### src/rtl/awg_pkg.sv
// Shared types and helpers for the AWG burst sequencer.
package awg_pkg;

  typedef enum logic [1:0] {
    IDLE = 2'd0,
    ARM  = 2'd1,
    RUN  = 2'd2,
    GAP  = 2'd3
  } burst_state_t;

  // Clock cycles per millisecond, never below one so the prescaler stays legal.
  function automatic int unsigned MS_DIV_CYCLES(input int unsigned clk_hz);
    int unsigned div_v;
    div_v = clk_hz / 32'd1000;
    return (div_v == 32'd0) ? 32'd1 : div_v;
  endfunction

endpackage

### src/rtl/ms_tick_gen.sv
// Millisecond prescaler: one-cycle registered tick every DIV cycles, held at zero while restart=1.
module ms_tick_gen #(
  parameter int unsigned DIV = 100000
) (
  input  logic clk,
  input  logic rst_n,
  input  logic restart,
  output logic tick
);

  localparam int unsigned CW = (DIV > 32'd1) ? $clog2(DIV) : 1;
  localparam logic [CW-1:0] LAST = CW'(DIV - 32'd1);
  localparam logic [CW-1:0] ONE  = CW'(1);

  logic [CW-1:0] cnt_r;

  // Prescaler counter and registered tick pulse.
  always_ff @(posedge clk or negedge rst_n) begin
    if (!rst_n) begin
      cnt_r <= '0;
      tick  <= 1'b0;
    end else if (restart) begin
      cnt_r <= '0;
      tick  <= 1'b0;
    end else if (cnt_r == LAST) begin
      cnt_r <= '0;
      tick  <= 1'b1;
    end else begin
      cnt_r <= cnt_r + ONE;
      tick  <= 1'b0;
    end
  end

endmodule

### src/rtl/burst_controller.sv
// Burst sequencer for the AWG phase accumulator (IDLE/ARM/RUN/GAP, ms-timed gaps).
// Optional macro BURST_RETRIGGER_EN: a trigger in RUN or GAP restarts the burst.
module burst_controller
  import awg_pkg::*;
#(
  parameter int unsigned CLK_FREQ_HZ = 100000000,
  parameter int unsigned CNT_W       = 10
) (
  input  logic             clk,
  input  logic             rst_n,
  input  logic             trigger,
  input  logic             stop,
  input  logic             enable,
  input  logic             auto_repeat,
  input  logic [CNT_W-1:0] burst_cycles,
  input  logic [CNT_W-1:0] gap_ms,
  input  logic             phase_msb,
  output logic             nco_run,
  output logic             nco_clear,
  output logic             wave_gate,
  output logic             busy,
  output logic [CNT_W-1:0] cycles_done
);

  localparam int unsigned      MS_DIV  = MS_DIV_CYCLES(CLK_FREQ_HZ);
  localparam logic [CNT_W-1:0] CNT_ONE = CNT_W'(1);

  burst_state_t     state_r, nxt_state_s;
  logic [CNT_W-1:0] burst_lat_r, burst_nxt_s;
  logic [CNT_W-1:0] gap_lat_r, gap_nxt_s;
  logic [CNT_W-1:0] gap_cnt_r, gap_cnt_nxt_s;
  logic [CNT_W-1:0] done_nxt_s, done_inc_s;
  logic             auto_lat_r, auto_nxt_s;
  logic             phase_d_r;
  logic             wrap_s, tick_s, tick_restart_s, retrig_s;

  assign wrap_s         = phase_d_r & ~phase_msb;
  assign tick_restart_s = (state_r != GAP);

`ifdef BURST_RETRIGGER_EN
  assign retrig_s = trigger;
`else
  assign retrig_s = 1'b0;
`endif

  ms_tick_gen #(.DIV(MS_DIV)) u_ms_tick (
    .clk     (clk),
    .rst_n   (rst_n),
    .restart (tick_restart_s),
    .tick    (tick_s)
  );

  // Next-state and counter update; stop and enable=0 override everything else.
  always_comb begin
    nxt_state_s   = state_r;
    burst_nxt_s   = burst_lat_r;
    gap_nxt_s     = gap_lat_r;
    auto_nxt_s    = auto_lat_r;
    gap_cnt_nxt_s = '0;
    done_nxt_s    = cycles_done;
    done_inc_s    = (cycles_done == '1) ? cycles_done : cycles_done + CNT_ONE;
    if (stop || !enable) begin
      nxt_state_s = IDLE;
    end else begin
      case (state_r)
        IDLE: begin
          if (trigger) begin
            nxt_state_s = ARM;
          end else begin
            nxt_state_s = IDLE;
          end
        end
        ARM: begin
          nxt_state_s = RUN;
          burst_nxt_s = burst_cycles;
          gap_nxt_s   = gap_ms;
          auto_nxt_s  = auto_repeat;
          done_nxt_s  = '0;
        end
        RUN: begin
          if (retrig_s) begin
            nxt_state_s = ARM;
          end else if (wrap_s) begin
            done_nxt_s = done_inc_s;
            if ((burst_lat_r != '0) && (done_inc_s == burst_lat_r)) begin
              nxt_state_s = auto_lat_r ? GAP : IDLE;
            end else begin
              nxt_state_s = RUN;
            end
          end else begin
            nxt_state_s = RUN;
          end
        end
        GAP: begin
          gap_cnt_nxt_s = gap_cnt_r;
          if (retrig_s || (gap_lat_r == '0)) begin
            nxt_state_s = ARM;
          end else if (tick_s) begin
            if ((gap_cnt_r + CNT_ONE) == gap_lat_r) begin
              nxt_state_s = ARM;
            end else begin
              gap_cnt_nxt_s = gap_cnt_r + CNT_ONE;
            end
          end else begin
            nxt_state_s = GAP;
          end
        end
        default: begin
          nxt_state_s = IDLE;
        end
      endcase
    end
  end

  // State, latched burst parameters, and outputs decoded from the next state.
  always_ff @(posedge clk or negedge rst_n) begin
    if (!rst_n) begin
      state_r     <= IDLE;
      burst_lat_r <= '0;
      gap_lat_r   <= '0;
      auto_lat_r  <= 1'b0;
      gap_cnt_r   <= '0;
      phase_d_r   <= 1'b0;
      cycles_done <= '0;
      nco_run     <= 1'b0;
      nco_clear   <= 1'b0;
      wave_gate   <= 1'b0;
      busy        <= 1'b0;
    end else begin
      state_r     <= nxt_state_s;
      burst_lat_r <= burst_nxt_s;
      gap_lat_r   <= gap_nxt_s;
      auto_lat_r  <= auto_nxt_s;
      gap_cnt_r   <= gap_cnt_nxt_s;
      phase_d_r   <= phase_msb;
      cycles_done <= (nxt_state_s == ARM) ? '0 : done_nxt_s;
      busy        <= (nxt_state_s != IDLE);
      case (nxt_state_s)
        IDLE: begin
          // With burst mode off the accumulator free-runs and the waveform is shown.
          nco_run   <= ~enable;
          wave_gate <= ~enable;
          nco_clear <= 1'b0;
        end
        ARM: begin
          nco_run   <= 1'b0;
          wave_gate <= 1'b0;
          nco_clear <= 1'b1;
        end
        RUN: begin
          nco_run   <= 1'b1;
          wave_gate <= 1'b1;
          nco_clear <= 1'b0;
        end
        GAP: begin
          nco_run   <= 1'b0;
          wave_gate <= 1'b0;
          nco_clear <= 1'b0;
        end
        default: begin
          nco_run   <= 1'b0;
          wave_gate <= 1'b0;
          nco_clear <= 1'b0;
        end
      endcase
    end
  end

endmodule

### config.mk
export PLATFORM = sky130hd
export DESIGN_NAME = burst_controller
export DESIGN_NICKNAME = d
export VERILOG_FILES = /design/src/rtl/awg_pkg.sv /design/src/rtl/ms_tick_gen.sv /design/src/rtl/burst_controller.sv
export SDC_FILE = /design/constraint.sdc
export NUM_CORES = 1
export LEC_CHECK = 0
export CAP_MARGIN = 20
export CORE_UTILIZATION = 51
export CTS_CLUSTER_SIZE = 20
export DETAILED_ROUTE_END_ITERATION = 7
export PLACE_DENSITY = 0.79
export SLEW_MARGIN = 20
export SYNTH_ARGS = -nofsm -noshare
export SYNTH_HDL_FRONTEND = slang
export SYNTH_SLANG_ARGS = --single-unit
### constraint.sdc
create_clock -name clk -period 3 [get_ports clk]
set_clock_uncertainty 0.15 [all_clocks]
set_input_delay 0.3 -clock clk [delete_from_list [all_inputs] [get_ports clk]]
set_output_delay 0.3 -clock clk [all_outputs]
set_load 0.02 [all_outputs]
### Word-level counts from Yosys, hierarchy flattened

Cells that the tools add are included.

| operators by class | value |
|---|---|
| magnitude comparators | 0 |
| eq/ne operators | 16 |
| reduce and logical (&&, ||, !) cells | 14 |
| multiplexer cells | 25 |
| div/mod/pow operators | 0 |
| add/sub/neg operators | 3 |
| bitwise operators | 4 |
| shifts and indexed selects | 0 |
| $mul | 0 |

Operators with widths:

| operator | count |
|---|---|
| $mux W10 | 9 |
| $mux W17 | 2 |
| $add A10 B1 Y10 const B | 2 |
| $eq A10 B10 Y1 | 2 |
| $pmux W10 S2 | 1 |
| $add A17 B1 Y17 const B | 1 |
| $eq A17 B17 Y1 const B | 1 |
| $mux W2 | 7 |
| $eq A10 B10 Y1 const B | 1 |
| $logic_not A10 Y1 | 1 |
| $reduce_bool A10 Y1 | 1 |
| $ne A3 B3 Y1 const B | 3 |
| $eq A2 B2 Y1 const B | 4 |
| $pmux W2 S4 | 1 |
| $reduce_and A3 Y1 | 2 |
| $eq A2 B1 Y1 const B | 2 |
| $logic_not A2 Y1 | 2 |
| $mux W1 | 3 |
| $ne A3 B2 Y1 const B | 1 |
| $not A1 Y1 | 3 |
| $pmux W1 S3 | 1 |
| $reduce_bool A3 Y1 | 1 |
| $reduce_or A3 Y1 | 1 |
| $ne A2 B1 Y1 const B | 1 |
| 9 further kinds | 9 |

| word-level totals | value |
|---|---|
| flip-flop bits (word level) | 65 |
| word-level logic and storage cells | 74 |
| memory bits (writable) | 0 |
| memories kept | 0 |
| latch bits | 0 |
| memory bits (read-only) | 0 |

### Logic depth before layout (Yosys ltp)

Gate-level depths: netlist of run 1.

| depth | value |
|---|---|
| depth after elaboration | 11 |
| mapped depth | 13 |
| gate-level depth less buffers | 9 |

### Cells and area by module

Synthesis of run 1 repeated with hierarchy kept, for this count alone.

| second synthesis, totals | value |
|---|---|
| cell total of the unflattened synthesis | 408 |
| area, all modules | 3880.0 um2 |

By module, submodules not included:

| module | sequential area each (um2) | instances | area each (um2) | cells an instance |
|---|---|---|---|---|
| burst_controller | 1176.1 | 1 | 2975.4 | 322 |
| ms_tick_gen | 450.4 | 1 | 904.6 | 86 |

### Worst setup path after synthesis of run 1

OpenSTA, ideal clock, no wires.

| path | value |
|---|---|
| path kind | flip-flop to flip-flop |
| from | reg cycles_done[0] |
| to | reg cycles_done[0] |
| clock period less this slack | 3.114 ns |
| cell stages (with the launch flop) | 14 |
| data required time | 2.725 ns |
| setup time | 0.125 ns |
| slack | -0.114 ns |
| data arrival time | 2.838 ns |
| cells stage by stage | dfrtp_1 ha_1 buf_6 and4_4 buf_6 and3_4 buf_6 o21bai_2 xor2_1 nand4b_1 or4_4 a31oi_4 buf_6 a21oi_1 |

| on the way | value |
|---|---|
| longest elaborated chain between the ends | 11 |

RTL lines:

| element | RTL line | source |
|---|---|---|
| start: declaration | burst_controller.sv:22 | `output logic [CNT_W-1:0] cycles_done` |
| start signal: assignment | burst_controller.sv:136 | `cycles_done <= (nxt_state_s == ARM) ? '0 : done_nxt_s;` |
| $add A10 B1 Y10 / $eq A10 B10 Y1 (equally long branches) | burst_controller.sv:61 | `done_inc_s = (cycles_done == '1) ? cycles_done : cycles_done + CNT_ONE;` |
| $mux W10 * | burst_controller.sv:61 |  |
| $eq A10 B10 Y1 | burst_controller.sv:85 | `if ((burst_lat_r != '0) && (done_inc_s == burst_lat_r)) begin` |
| $logic_and A1 B1 Y1 | burst_controller.sv:85 |  |
| $mux W2 | burst_controller.sv:85 |  |
| $mux W2 | burst_controller.sv:83 | `end else if (wrap_s) begin` |
| $pmux W2 S4 | burst_controller.sv:65 | `case (state_r)` |
| $mux W2 | burst_controller.sv:62 | `if (stop \|\| !enable) begin` |
| $eq A2 B1 Y1 | burst_controller.sv:136 |  |
| $ne A3 B3 Y1 (no line), or another cell as far along | n/a |  |
| $reduce_and A3 Y1 (no line) | n/a |  |

Mark *: on every way between the ends. The rest lies on a longest branch, timed or not. The select of a mux whose other input is x is not followed.
A chain may end at the register's enable or synchronous reset.

### Worst setup path in the final report of run 1

| path | value |
|---|---|
| from | reg gap_cnt_r[1] |
| to | reg cycles_done[7] |

| on the way | value |
|---|---|
| longest elaborated chain between the ends | 10 |

RTL lines:

| element | RTL line | source |
|---|---|---|
| start: declaration | burst_controller.sv:31 | `logic [CNT_W-1:0] gap_cnt_r, gap_cnt_nxt_s;` |
| start signal: assignment | burst_controller.sv:134 | `gap_cnt_r <= gap_cnt_nxt_s;` |
| $add A10 B1 Y10 * | burst_controller.sv:99 | `if ((gap_cnt_r + CNT_ONE) == gap_lat_r) begin` |
| $eq A10 B10 Y1 * | burst_controller.sv:99 |  |
| $mux W2 * | burst_controller.sv:99 |  |
| $mux W2 * | burst_controller.sv:98 | `end else if (tick_s) begin` |
| $mux W2 * | burst_controller.sv:96 | `if (retrig_s \|\| (gap_lat_r == '0)) begin` |
| $pmux W2 S4 * | burst_controller.sv:65 |  |
| $mux W2 * | burst_controller.sv:62 |  |
| $eq A2 B1 Y1 * | burst_controller.sv:136 |  |
| $ne A3 B3 Y1 (no line), or another cell as far along | n/a |  |
| $reduce_and A3 Y1 (no line) | n/a |  |

Mark *: on every way between the ends. The rest lies on a longest branch, timed or not.

==> qor.yml, run 1 <==
global_route:
  met3_usage: 0.0625
  use_met1: 0.332
  gr-usage-all-layers: 0.244
  use_met2: 0.385
  grt_overflow: 0
  grt_pass1_vias: 3096
  grt_max_degree: 38
  grt_pass1_wl_um: 14500
  antenna_found_initial: 0
  grt.busiest_layer: "met2"
timing:
  setup_viol: 0
  fin_setup_tns_ns: 0
  fin_crit_ns: 2.86
  drv_slew: 0
  max_freq_mhz: 349
  hold_slack_ns: 0.155
  tightest_slew_ns: 0.634
  hold_viol: 0
  timing.final.crit_share: 0.955
  rsz0062_at_grt: "false"
  max_slew_margin: 0.573
min_path:
  min-delay-path-class: "primary input to async pin"
yosys:
  yosysSeqAreaShare: 0.422
  syn_area_per_cell_um2: 9.58
  syn_area_um2: 3850
  postSynth.topFlopCell: "dfrtp_1"
  syn_nets: 437
  synth.distinct_cells: 51
  ys_warn_count: 0
  ys_async_sr_fraction: 1.00
  netlist_instances: 402
  synth_edf_count: 0
  ys_ff_latch: 65
placed_design:
  port_buffers: 40
  hpwl_um: 6430
  gp_congestion: 0.930
cells_and_area:
  antenna_cells: 0
  drive_above_1_share: 0.155
  n_fill_cell: 625
  multi_input_area_um2: 2070
  regArea_um2: 1630
  nets: 488
  area_growth_pct: 20.5
route:
  vias_per_cell: 5.85
  num_vias: 3259
  routedWlPerCell_um: 16.0
  drc_errors: 0
  drt_iter0_markers: 333
  postRouteAntennaNets: 0
  drt_pass1_iterations: 5
  routed_wl_um: 8890
job:
  maxCapViolCount: 0
worst_setup_path:
  startpoint_type: "flop"
  path_cells: "ha_1 -> and3_1 -> o211a_1 -> or3b_2 -> nor4_2 -> a41oi_1 -> o21a_1 -> a31oi_4 -> buf_12 -> a221oi_1"
  criticalPathCategory: "flop to flop"
  worstPathMaxFanout: 14
  worst_ep_required_time_ns: 3.07
  crit_arrival_ns: 2.93
  slowest_delay_ns: 0.47
  endpoint_kind: "flop"
  slowest_stage: "or3b_2"
floorplanning:
  die_area_um2: 7900
  core_um2: 7290
  rows: 31
  start_util: 0.528
  die_y_um: 88.9
  fp.dieW_um: 88.9
  io_pins: 41
clock_network:
  ctsHtreeMaxLevel: 3
  cts_made_buffers: 9
  cts_buffer_depth: 2
  root_buffer: "clkbuf_8"
  clk_pin_slew_ns: 0.08
  cts_tree: "yes"
  clk_latency_ns: 0.34
  numClockSinks: 65
power:
  seqPwrFrac: 0.485
  cellPowerDensity_nw_per_um2: 472
  combPwrFrac: 0.175
  p_leak_nw: 1.86
  switching_share: 0.277
  switching_power_mw: 0.608
  ir_drop_v: 0.000303
  power_frac_clock: 0.341
  power.internal_mw: 1.58
run_status:
  status: "completed"
## power by group through the flow
stage / registers, mW / logic [mW] / clock network (mW)
floorplan: 1.05 / 0.257 / 0
global route: 1.07 / 0.421 / 0.801
global placement: 1.07 / 0.359 / 0
finish: 1.06 / 0.383 / 0.746
CTS: 1.06 / 0.377 / 0.761
detailed placement: 1.07 / 0.371 / 0
## layout by cell type (no fill, tap or decap), types with 3 or more instances in the layout
master            n
o21ai_0          13
and2_1            5
mux2i_1           4
and3_1            7
inv_1            10
xnor2_1          21
nor4b_1           3
nor4_1            4
a31o_2            3
and4_1            5
xor2_1           15
a221oi_1          3
clkdlybuf4s50_1  39
a41oi_1           4
ha_1              7
a31oi_1           7
clkbuf_8         10
dfrtp_1          63
nor3_1           10
nor2_1           42
or3_1             7
buf_4            18
a21oi_1          24
mux2_2           21
nand2_1          25
nand2b_1         12
nand4_1           9
a21o_1            3
a21boi_0          3
nand3_1          20
## flip-flops by register name, indices dropped and copies added (netlist names)
name and count:
gap_cnt_r 10, nco_clear 1, wave_gate 1, auto_lat_r 1
cycles_done 10, busy 1, burst_lat_r 10, state_r 2
phase_d_r 1, gap_lat_r 10, u_ms_tick.cnt_r 17, u_ms_tick.tick 1
## per-layer routing
metal,part of all wire,vias up
li1,-,1550
met1,0.45,1603
met2,0.47,93
met3,0.059,13
met4,0.013,0
met5,0,-
## path summary, 6_finish.rpt
kind	slack, ns	cells after the start	to	start
min reg2reg	0.34	1	u_ms_tick.cnt_r[0]	u_ms_tick.cnt_r[0]
max reg2reg	0.14	10	cycles_done[7]	gap_cnt_r[1]
max	0.14	10	cycles_done[7]	gap_cnt_r[1]
min in group clk	0.28	1	phase_d_r	phase_msb
min	0.15	2	burst_lat_r[3]	rst_n
max in group asynchronous	1.85	3	gap_cnt_r[0]	rst_n
## per-stage QoR
stage / instance area (um^2) / std cells / setup slack [ns] / util / power [mW]
after detailed placement: 4400 / 539 / 0.0963 / 0.604 / 1.45
after CTS: 4610 / 556 / 0.0883 / 0.632 / 2.20
final: 4640 / 557 / 0.137 / 0.636 / 2.19
after global routing: 4640 / 557 / 0.0309 / 0.636 / 2.29
after global placement: 4400 / 539 / 0.160 / 0.604 / 1.43
after floorplan: 3850 / 402 / 0.0141 / - / 1.31
## cell type report
type                            instances  area share
Multi-Input combinational cell        306       0.447
Clock inverter                          5      0.0119
Clock buffer                           11      0.0305
Inverter                               10     0.00809
Sequential cell                        65       0.351
Tap cell                               99      0.0267
Timing Repair Buffer                   61       0.125
## critical path: cells and delay by family, from the launching register on
| kind | cells | cell delay [ns] |
|---|---|---|
| AO/OA/AOI/OAI | 5 | 0.83 |
| flip-flops | 1 | 0.43 |
| buffers and inverters | 1 | 0.16 |
| adder cells (fa/ha/maj) | 1 | 0.21 |
| AND/OR/NAND/NOR | 3 | 0.96 |
## cell usage after synthesis, drive strengths merged, types with 10 or more instances
master,instances,area [um^2]
nand2,25,93.8
nand2b,12,75.1
dfrtp,65,1630
o21ai,13,65.1
nor3,10,50.1
xor2,15,131
buf,12,93.8
xnor2,21,184
a21oi,24,120
inv,10,37.5
mux2,21,236
nand3,20,100
nor2,42,158
## what timing repair did
action                                  4_1_cts  5_1_grt
buffers inserted                              0        1
hold buffers                                  1        0
endpoints found under the hold margin        28        0
endpoints found under the setup margin        0       13
gates resized for setup                       0        2
## kinds of logic (layout without fill, tap and decap cells)
logic type,after synthesis,count (layout),synth area share
simple gates,160,160,0.218
compound gates,77,77,0.136
flops,65,65,0.422
xor+xnor,36,36,0.0819
buf+inv,31,87,0.0429
mux,25,25,0.0718
fa+ha+maj,8,8,0.0260
(Power assumes the default switching activity.)
==> inputs of run 2 (changes only) <==
Settings changed: RECOVER_POWER set to 100.
==> qor.yml, run 2 (synthesized netlist as in run 1, its figures left out) <==
cells_and_area:
  drive_above_1_share: 0.148  # -0.00655
  top_register: "u_ms_tick.cnt_r"
  fin_area_um2: 4630  # -0.24%
  fin_util: 0.635  # -0.00154
  nets: 488  # unchanged
  instances_no_fill: 557  # unchanged
  n_fill_cell: 629  # +0.64%
  final_cell_mix: "dfrtp_1 (63), nor2_1 (42), nand2_1 (25)"
  area_growth_pct: 20.2
  largest_register_ffs: 17  # unchanged
  final_common_cell: "dfrtp_1"
  antenna_cells: 0  # unchanged
timing:
  max_slew_margin: 0.183  # -0.390
  setup_viol: 0  # unchanged
  fin_setup_tns_ns: 0  # unchanged
  hold_viol: 0  # unchanged
  fin_crit_ns: 2.86  # -0.00203 ns
  timing.final.crit_share: 0.954  # about the same
  hold_slack_ns: 0.218  # +0.0631 ns
  tightest_slew_ns: 1.23  # +0.592 ns
  setup_slack_ns: 0.139  # +0.00202 ns
  drv_slew: 0  # unchanged
  rsz0062_at_grt: "false"
  max_freq_mhz: 349  # about the same
power:
  power_frac_clock: 0.340  # about the same
  switching_power_mw: 0.604  # -0.62%
  switching_share: 0.277  # -0.000776
  p_total_mw: 2.18  # -0.34%
  ir_drop_v: 0.000301  # -0.85%
  cellPowerDensity_nw_per_um2: 472  # about the same
  combPwrFrac: 0.174  # about the same
  p_leak_nw: 1.89  # +1.6%
  seqPwrFrac: 0.486  # about the same
  power.internal_mw: 1.58  # -0.23%
placed_design:
  post-place-cells: 539  # unchanged
  placed_area_um2: 4400  # unchanged
  hpwl_um: 6430  # unchanged
  gp_congestion: 0.930  # unchanged
  port_buffers: 40  # unchanged
  place_ws_ns: 0.0963  # unchanged
floorplanning:
  fp.dieW_um: 88.9  # unchanged
  start_util: 0.528  # unchanged
  die_y_um: 88.9  # unchanged
  rows: 31  # unchanged
  die_area_um2: 7900  # unchanged
  io_pins: 41  # unchanged
  core_um2: 7290  # unchanged
clock_network:
  clk_latency_ns: 0.34  # about the same
  root_buffer: "clkbuf_8"
  clk_pin_slew_ns: 0.07  # about the same
  cts_made_buffers: 9  # unchanged
  numClockSinks: 65  # unchanged
  cts_buffer_depth: 2  # unchanged
  cts_tree: "yes"
  ctsHtreeMaxLevel: 3  # unchanged
worst_setup_path:
  worst_ep_required_time_ns: 3.07  # about the same
  setup.worst_path.end: "cycles_done[4]"
  crit_arrival_ns: 2.93  # about the same
  criticalPathCategory: "flop to flop"
  startpoint: "gap_cnt_r[1]"
  ff2ff_setup_slack_ns: 0.14  # about the same
  startpoint_type: "flop"
  r2r-start: "gap_cnt_r[1]"
  reg2reg_depth: 10  # unchanged
  worstPathMaxFanout: 14  # unchanged
  endpoint_kind: "flop"
  r2r-end: "cycles_done[4]"
route:
  vias_per_cell: 5.86  # +0.18%
  drc_errors: 0  # unchanged
  postRouteAntennaNets: 0  # unchanged
  num_vias: 3265  # +0.18%
  drt_pass1_iterations: 4  # -1
  routedWlPerCell_um: 15.9  # -0.23%
  drt_iter0_markers: 280  # -16%
  routed_wl_um: 8870  # -0.23%
run_status:
  status: "completed"
global_route:
  grt_pass1_vias: 3096  # unchanged
  gr-usage-all-layers: 0.244  # unchanged
  grt_max_degree: 38  # unchanged
  grt_overflow: 0  # unchanged
  grt_pass1_wl_um: 14500  # unchanged
  antenna_found_initial: 0  # unchanged
min_path:
  min-delay-path-class: "primary input to async pin"
job:
  maxCapViolCount: 0  # unchanged
[run 2: layout make-up]
class / instances / area (um^2) / share of cell area
inverters: 10 / 37.5 / 0.00811
repair buffers: 61 / 569 / 0.123
clock inverters: 5 / 55.1 / 0.0119
clock buffers: 11 / 141 / 0.0305
multi-input cells: 306 / 2070 / 0.448
well taps: 99 / 124 / 0.0268
flip-flops and latches: 65 / 1630 / 0.352
[run 2: timing repair]
item,4_1_cts,5_1_grt
hold buffers,1,0
gates resized for setup,0,2
hold endpoints to repair,28,0
buffers inserted,0,1
endpoints found under the setup margin,0,13
[run 2: critical path, cell delays in order (launching register included)]
cell and delay, ns:
dfrtp_1 0.43, ha_1 0.21, and3_1 0.17, o211a_1 0.20
or3b_2 0.47, nor4_2 0.33, a41oi_1 0.16, o21a_1 0.22
a31oi_4 0.17, buf_12 0.16, a221oi_1 0.08
[run 2: per-layer routing]
| metal | up-vias | share of wire | track usage |
|---|---|---|---|
| li1 | 1550 | - | - |
| met1 | 1605 | 0.45 | 0.332 |
| met2 | 95 | 0.48 | 0.385 |
| met3 | 15 | 0.058 | 0.0625 |
| met4 | 0 | 0.016 | 0.0718 |
| met5 | - | 0 | 0 |
[run 2: worst min path at each step]
stage               slack [ns]  cells after the start              to
floorplan                -0.15                      0      auto_lat_r
global placement        -0.008                      1  burst_lat_r[8]
detailed placement       -0.01                      1  burst_lat_r[8]
CTS                       0.15                      2  burst_lat_r[3]
global route              0.27                      2  burst_lat_r[3]
finish                    0.22                      2  burst_lat_r[3]
[run 2: power by group through the flow]
stage	registers (mW)	logic [mW]	clock network, mW
2_1_floorplan	1.05	0.257	0
3_5_place_dp	1.07	0.371	0
6_report	1.06	0.379	0.743
4_1_cts	1.06	0.377	0.761
3_3_place_gp	1.07	0.359	0
5_1_grt	1.07	0.418	0.801
